[config.mk]
export PLATFORM = sky130hd
export DESIGN_NAME = darkroom_spi_word_rx
export DESIGN_NICKNAME = d
export VERILOG_FILES = /design/src/rtl/darkroom_spi_word_rx.sv
export SDC_FILE = /design/constraint.sdc
export NUM_CORES = 1
export LEC_CHECK = 0
export ABC_AREA = 1
export CAP_MARGIN = 0
export CELL_PAD_IN_SITES_DETAIL_PLACEMENT = 0
export CELL_PAD_IN_SITES_GLOBAL_PLACEMENT = 1
export CORE_MARGIN = 2
export CORE_UTILIZATION = 52
export CTS_CLUSTER_SIZE = 14
export DETAILED_ROUTE_END_ITERATION = 12
export GPL_TIMING_DRIVEN = 1
export PLACE_DENSITY_LB_ADDON = 0.05
export SYNTH_ARGS = -nofsm -noshare
export SYNTH_HDL_FRONTEND = slang
export SYNTH_SLANG_ARGS = --single-unit
[constraint.sdc]
create_clock -name clk -period 4.59 [get_ports clk]
set_input_delay 0.918 -clock clk [delete_from_list [all_inputs] [get_ports clk]]
set_output_delay 0.918 -clock clk [all_outputs]
set_load 0.02 [all_outputs]
[src/rtl/darkroom_spi_word_rx.sv]
// SPI mode-0 slave that oversamples sck/mosi/ss_n, assembles 32-bit MSB-first words and
// streams them through an FWFT FIFO. Define DARKROOM_RX_TIMESTAMP_EN to store a per-word clk timestamp.
module darkroom_spi_word_rx #(
  parameter int FIFO_DEPTH = 16,
  parameter int WORD_BITS  = 32
) (
  input  logic        clk,
  input  logic        rst,
  input  logic        sck,
  input  logic        mosi,
  input  logic        ss_n,
  output logic        m_valid,
  input  logic        m_ready,
  output logic [8:0]  m_sensor_id,
  output logic        m_lighthouse,
  output logic        m_axis,
  output logic        m_sweep_valid,
  output logic [19:0] m_duration,
  output logic [31:0] m_timestamp,
  output logic        frame_err,
  output logic [15:0] overflow_cnt
);

  localparam int AW = $clog2(FIFO_DEPTH);
  localparam int BW = $clog2(WORD_BITS);
`ifdef DARKROOM_RX_TIMESTAMP_EN
  localparam int FW = WORD_BITS + 32;
`else
  localparam int FW = WORD_BITS;
`endif

  typedef enum logic {ST_IDLE, ST_SHIFT} state_t;

  // Pin synchronisers; ss_n syncs reset to the deselected level.
  logic sck_s1_q, sck_s2_q, sck_s3_q;
  logic mosi_s1_q, mosi_s2_q;
  logic ss_s1_q, ss_s2_q;
  logic sck_rise;

  always_ff @(posedge clk or posedge rst) begin
    if (rst) begin
      sck_s1_q  <= 1'b0;
      sck_s2_q  <= 1'b0;
      sck_s3_q  <= 1'b0;
      mosi_s1_q <= 1'b0;
      mosi_s2_q <= 1'b0;
      ss_s1_q   <= 1'b1;
      ss_s2_q   <= 1'b1;
    end else begin
      // NOTE: non-blocking assignments make every flop sample the pre-edge value, so the chain really is 3 stages.
      sck_s1_q  <= sck;
      sck_s2_q  <= sck_s1_q;
      sck_s3_q  <= sck_s2_q;
      mosi_s1_q <= mosi;
      mosi_s2_q <= mosi_s1_q;
      ss_s1_q   <= ss_n;
      ss_s2_q   <= ss_s1_q;
    end
  end

  assign sck_rise = sck_s2_q & ~sck_s3_q;

  state_t                 state_q, state_d;
  logic [WORD_BITS-1:0]   shreg_q, shreg_d;
  logic [BW-1:0]          bitcnt_q, bitcnt_d;
  logic                   word_done_q, word_done_d;
  logic                   frame_err_q, frame_err_d;

  always_ff @(posedge clk or posedge rst) begin
    if (rst) state_q <= ST_IDLE;
    else     state_q <= state_d;
  end

  always_comb begin
    // NOTE: default first so every path assigns state_d and no latch is inferred.
    state_d = state_q;
    case (state_q)
      ST_IDLE:  if (!ss_s2_q) state_d = ST_SHIFT;
      ST_SHIFT: if (ss_s2_q)  state_d = ST_IDLE;
      default:  state_d = ST_IDLE;
    endcase
  end

  // ss_n deassertion takes priority over a coincident sck edge; that bit is lost.
  always_comb begin
    shreg_d     = shreg_q;
    bitcnt_d    = bitcnt_q;
    word_done_d = 1'b0;
    frame_err_d = 1'b0;
    case (state_q)
      ST_IDLE: bitcnt_d = '0;
      ST_SHIFT: begin
        if (ss_s2_q) begin
          frame_err_d = (bitcnt_q != '0);
          bitcnt_d    = '0;
        end else if (sck_rise) begin
          shreg_d     = {shreg_q[WORD_BITS-2:0], mosi_s2_q};
          bitcnt_d    = bitcnt_q + BW'(1);
          word_done_d = (bitcnt_q == BW'(WORD_BITS - 1));
        end
      end
      default: bitcnt_d = '0;
    endcase
  end

  always_ff @(posedge clk or posedge rst) begin
    if (rst) begin
      shreg_q     <= '0;
      bitcnt_q    <= '0;
      word_done_q <= 1'b0;
      frame_err_q <= 1'b0;
    end else begin
      shreg_q     <= shreg_d;
      bitcnt_q    <= bitcnt_d;
      word_done_q <= word_done_d;
      frame_err_q <= frame_err_d;
    end
  end

  assign frame_err = frame_err_q;

  logic [FW-1:0] push_data;
`ifdef DARKROOM_RX_TIMESTAMP_EN
  logic [31:0] ts_q;
  always_ff @(posedge clk or posedge rst) begin
    if (rst) ts_q <= '0;
    else     ts_q <= ts_q + 32'd1;
  end
  assign push_data = {ts_q, shreg_q};
`else
  assign push_data = shreg_q;
`endif

  logic [FW-1:0] mem_q [FIFO_DEPTH];
  logic [AW:0]   wr_ptr_q, rd_ptr_q;
  logic [15:0]   overflow_q;
  logic          empty, full, pop, push_ok, drop;

  assign empty   = (wr_ptr_q == rd_ptr_q);
  assign full    = (wr_ptr_q[AW] != rd_ptr_q[AW]) && (wr_ptr_q[AW-1:0] == rd_ptr_q[AW-1:0]);
  assign pop     = !empty && m_ready;
  assign push_ok = word_done_q && (!full || pop);
  assign drop    = word_done_q && full && !pop;

  // NOTE: storage has no reset; outputs are gated by m_valid so stale contents never show.
  always_ff @(posedge clk) begin
    if (push_ok) mem_q[wr_ptr_q[AW-1:0]] <= push_data;
  end

  always_ff @(posedge clk or posedge rst) begin
    if (rst) begin
      wr_ptr_q   <= '0;
      rd_ptr_q   <= '0;
      overflow_q <= '0;
    end else begin
      if (push_ok) wr_ptr_q <= wr_ptr_q + (AW+1)'(1);
      if (pop)     rd_ptr_q <= rd_ptr_q + (AW+1)'(1);
      if (drop && overflow_q != 16'hFFFF) overflow_q <= overflow_q + 16'd1;
    end
  end

  logic [FW-1:0]        head;
  logic [WORD_BITS-1:0] word_out;

  assign head          = mem_q[rd_ptr_q[AW-1:0]];
  assign m_valid       = !empty;
  assign word_out      = m_valid ? head[WORD_BITS-1:0] : '0;
  assign m_sensor_id   = word_out[31:23];
  assign m_lighthouse  = word_out[22];
  assign m_axis        = word_out[21];
  assign m_sweep_valid = word_out[20];
  assign m_duration    = word_out[19:0];
  assign overflow_cnt  = overflow_q;
`ifdef DARKROOM_RX_TIMESTAMP_EN
  assign m_timestamp   = m_valid ? head[FW-1 -: 32] : 32'd0;
`else
  assign m_timestamp   = 32'd0;
`endif

endmodule
==> results.yml <==
layout:
  fillers: 4205
  stdcell_area_um2: 29000
  diodes: 0
  syn_to_final_growth_pct: 12.7
  finalNonFillerCells: 3351
  drive_above_1_share_pct: 6.92
  layout.nets: 2652
yosys:
  synth_cells: 2598
  synth-seq-area-share_pct: 66.9
  syn_area_um2: 25700
  ys_ff_latch: 585
  yosysWarnings: 0
  avgSynthCellArea_um2: 9.90
  ys_types: 32
floorplan:
  pin_count: 88
  fp.dieW_um: 226
  die_y_um: 226
  start_util_pct: 52.6
  core_area_um2: 48800
  rows: 81
  dieArea_um2: 51200
placement:
  gp_congestion: 0.790
  place_ws_ns: 0.735
  dp_hpwl_mm: 31.4
  placed_area_um2: 27000
  portBuffers: 55
  dpl.cell_count: 3238
worst_setup_path:
  cp-end-kind: "output port"
  critPathArrivalTime_ns: 3.40
  cp_max_fo: 23
  crit_family: "buffers and inverters"
  r2r_slack_ns: 1.76
  required_ns: 3.67
  crit_slowest_cell: "inv_2"
  crit_type: "reg2out"
  path_buf_inv: 4
  worst_path_most_repeated_cell: "nand2_1"
  start_kind: "flop"
  cpPeakStageDelay_ns: 0.64
  crit_chain: "inv_4 > nand2_1 > nand2_1 > nor2_2 > nand3_1 > inv_2 > buf_4 > a21oi_1 > clkdlybuf4s50_1"
cts:
  cts.sink_count: 585
  cts_buffers: 60
  cts_resized: 0
  htree_levels: 2
  clkSlewWorstSetupHoldPaths_ns: 0.06
  clock_tree.root_cell: "clkbuf_16"
  postCtsSetupBuffers: 0
  cts_buffer_depth: 3
  cts_tree: "built"
  ctsHoldBuffers: 0
  clk_latency_ns: 0.62
job:
  maxCapViolCount: 0
drt:
  drt_iter0_markers: 1325
  routed_via_density: 5.10
  vias: 17088
  ant_nets: 0
  drt-total-wl_mm: 64.4
  drc: 0
  routedWlPerCell_um: 19.2
  firstDrtPassIters: 5
pwr:
  power_leakage_nw: 12.6
  irDropWorstVdd_mv: 0.289
  powerDensity_nw_per_um2: 368
global_routing:
  antenna_found_initial: 0
  grt_use_total_pct: 25.3
  grt-ovfl-total: 0
  grt_max_degree: 258
  grt_pass1_vias: 16364
  grt_pass1_wl_mm: 96.5
sta:
  setup_viol: 0
  relSlewSlack_pct: 32.6
  finalHoldViolations: 0
  fmax_mhz: 232
  worstMarginPinSlew_ns: 1.01
  fin_setup_tns_ns: 0
  fin_ws_ns: 0.273
  whs_ns: 0.357
  rsz0062_at_grt: "no"
  fin_worst_skew_ns: 0.0196
  drv_slew: 0
  period_needed_ns: 4.32
  post-route-period-util_pct: 94.0
run_status:
  status: "finished clean"
worst_hold_path:
  hp-class: "reg2reg"
[Yosys cell counts, drive strengths merged]
library cell	number	area, um2
nand2	1087	4100
edfxtp	512	15400
inv	390	1470
nand3	267	1350
buf	130	768
dfrtp	71	1780
nor2	42	180
a21oi	32	198
clkbuf	16	60.1
o21ai	11	55.1
ha	9	113
xnor2	8	70.1
xor2	8	70.1
nand4	4	25.0
nand3b	3	22.5
dfstp	2	52.6
nor3	2	10.0
a41oi	1	8.76
clkinv	1	3.75
conb	1	3.75
o22ai	1	6.26
[final cells by class]
type	instances	area [um2]	share of cell area, %
multi-input cells	1507	6460	22.3
repair buffers	92	1050	3.64
well taps	664	831	2.87
clock inverters	27	185	0.639
clock buffers	85	1750	6.03
inverters	391	1480	5.10
flip-flops and latches	585	17200	59.4
[layout by cell type, fill, tap and decap left out, types with 3 or more instances in the layout]
| master | n |
|---|---|
| inv_1 | 379 |
| clkdlybuf4s50_1 | 55 |
| a21oi_2 | 10 |
| buf_12 | 15 |
| clkbuf_16 | 62 |
| buf_4 | 20 |
| nor2_4 | 20 |
| conb_1 | 32 |
| dfrtp_1 | 68 |
| nand4_1 | 4 |
| a21oi_1 | 22 |
| inv_2 | 7 |
| clkbuf_1 | 11 |
| nand2_1 | 1082 |
| nand2_2 | 3 |
| nand3_1 | 266 |
| edfxtp_1 | 512 |
| o21ai_0 | 11 |
| nand3b_1 | 3 |
| nor2_1 | 20 |
| ha_1 | 9 |
| xor2_1 | 8 |
| clkbuf_8 | 13 |
| xnor2_1 | 8 |
| clkinv_1 | 7 |
| clkinv_2 | 19 |
[report_power, final]
group	internal, mW	switching (mW)	total [mW]	leakage [nW]
logic	0.0105	0.0531	0.0637	5.83
clock network	2.74	2.01	4.75	0.969
registers	5.78	0.0525	5.83	5.82
total	8.54	2.11	10.6	12.6
[logic make-up after synthesis]
group / synth area share [%]
buffers and inverters: 8.94
DFF: 66.9
AOI/OAI and AO/OA: 1.04
adders and majority gates: 0.438
other: 0.0146
and+or+nand+nor: 22.1
xor gates and xnor gates: 0.545
[path summary, 6_finish.rpt]
check,start,endpoint,cells after the start
min in group asynchronous,rst,push_data[0]$_DFFE_PP0P_,2
min,ss_s1_q$_DFF_PP1_,ss_s2_q$_DFF_PP1_,0
min reg2reg,ss_s1_q$_DFF_PP1_,ss_s2_q$_DFF_PP1_,0
max,rd_ptr_q[1]$_DFFE_PP0P_,m_sensor_id[8],9
max reg2reg,rd_ptr_q[1]$_DFFE_PP0P_,mem_q[13][9]$_DFFE_PP_,10
max in group asynchronous,rst,rd_ptr_q[0]$_DFFE_PP0P_,3
[worst register-to-register path, stage by stage (launching register included)]
cell     delay, ns
dfrtp_4       0.61
inv_4         0.11
nand2_1       0.05
nand2_1       0.08
nor2_2        0.06
nand3_4       0.11
nand2_4       0.10
inv_1         0.20
nand2_1       0.29
nor2_4        0.59
buf_12        0.32
[metrics by stage]
| stage | util [%] | total power, mW |
|---|---|---|
| 5_1_grt | 59.3 | 10.9 |
| 2_1_floorplan | - | 5.99 |
| 3_5_place_dp | 55.3 | 6.01 |
| 6_report | 59.3 | 10.6 |
| 4_1_cts | 59.2 | 10.7 |
| 3_3_place_gp | 55.3 | 6.01 |
[registers in the layout, summed over array words and instances (netlist names), 5 cells and up]
name          count
bitcnt_q          5
mem_q           512
overflow_cnt     16
push_data        32
rd_ptr_q          5
wr_ptr_q          5
[layer usage]
| metal | routed length, um | share of wire, % | global-route usage [%] | vias up |
|---|---|---|---|---|
| met5 | 0 | 0 | 0 | - |
| met4 | 1270 | 2.0 | 6.07 | 0 |
| met3 | 4380 | 6.8 | 3.59 | 86 |
| met2 | 30200 | 47 | 41.2 | 514 |
| met1 | 28500 | 44 | 36.3 | 8251 |
| li1 | - | - | - | 8237 |
(Power assumes the default switching activity.)
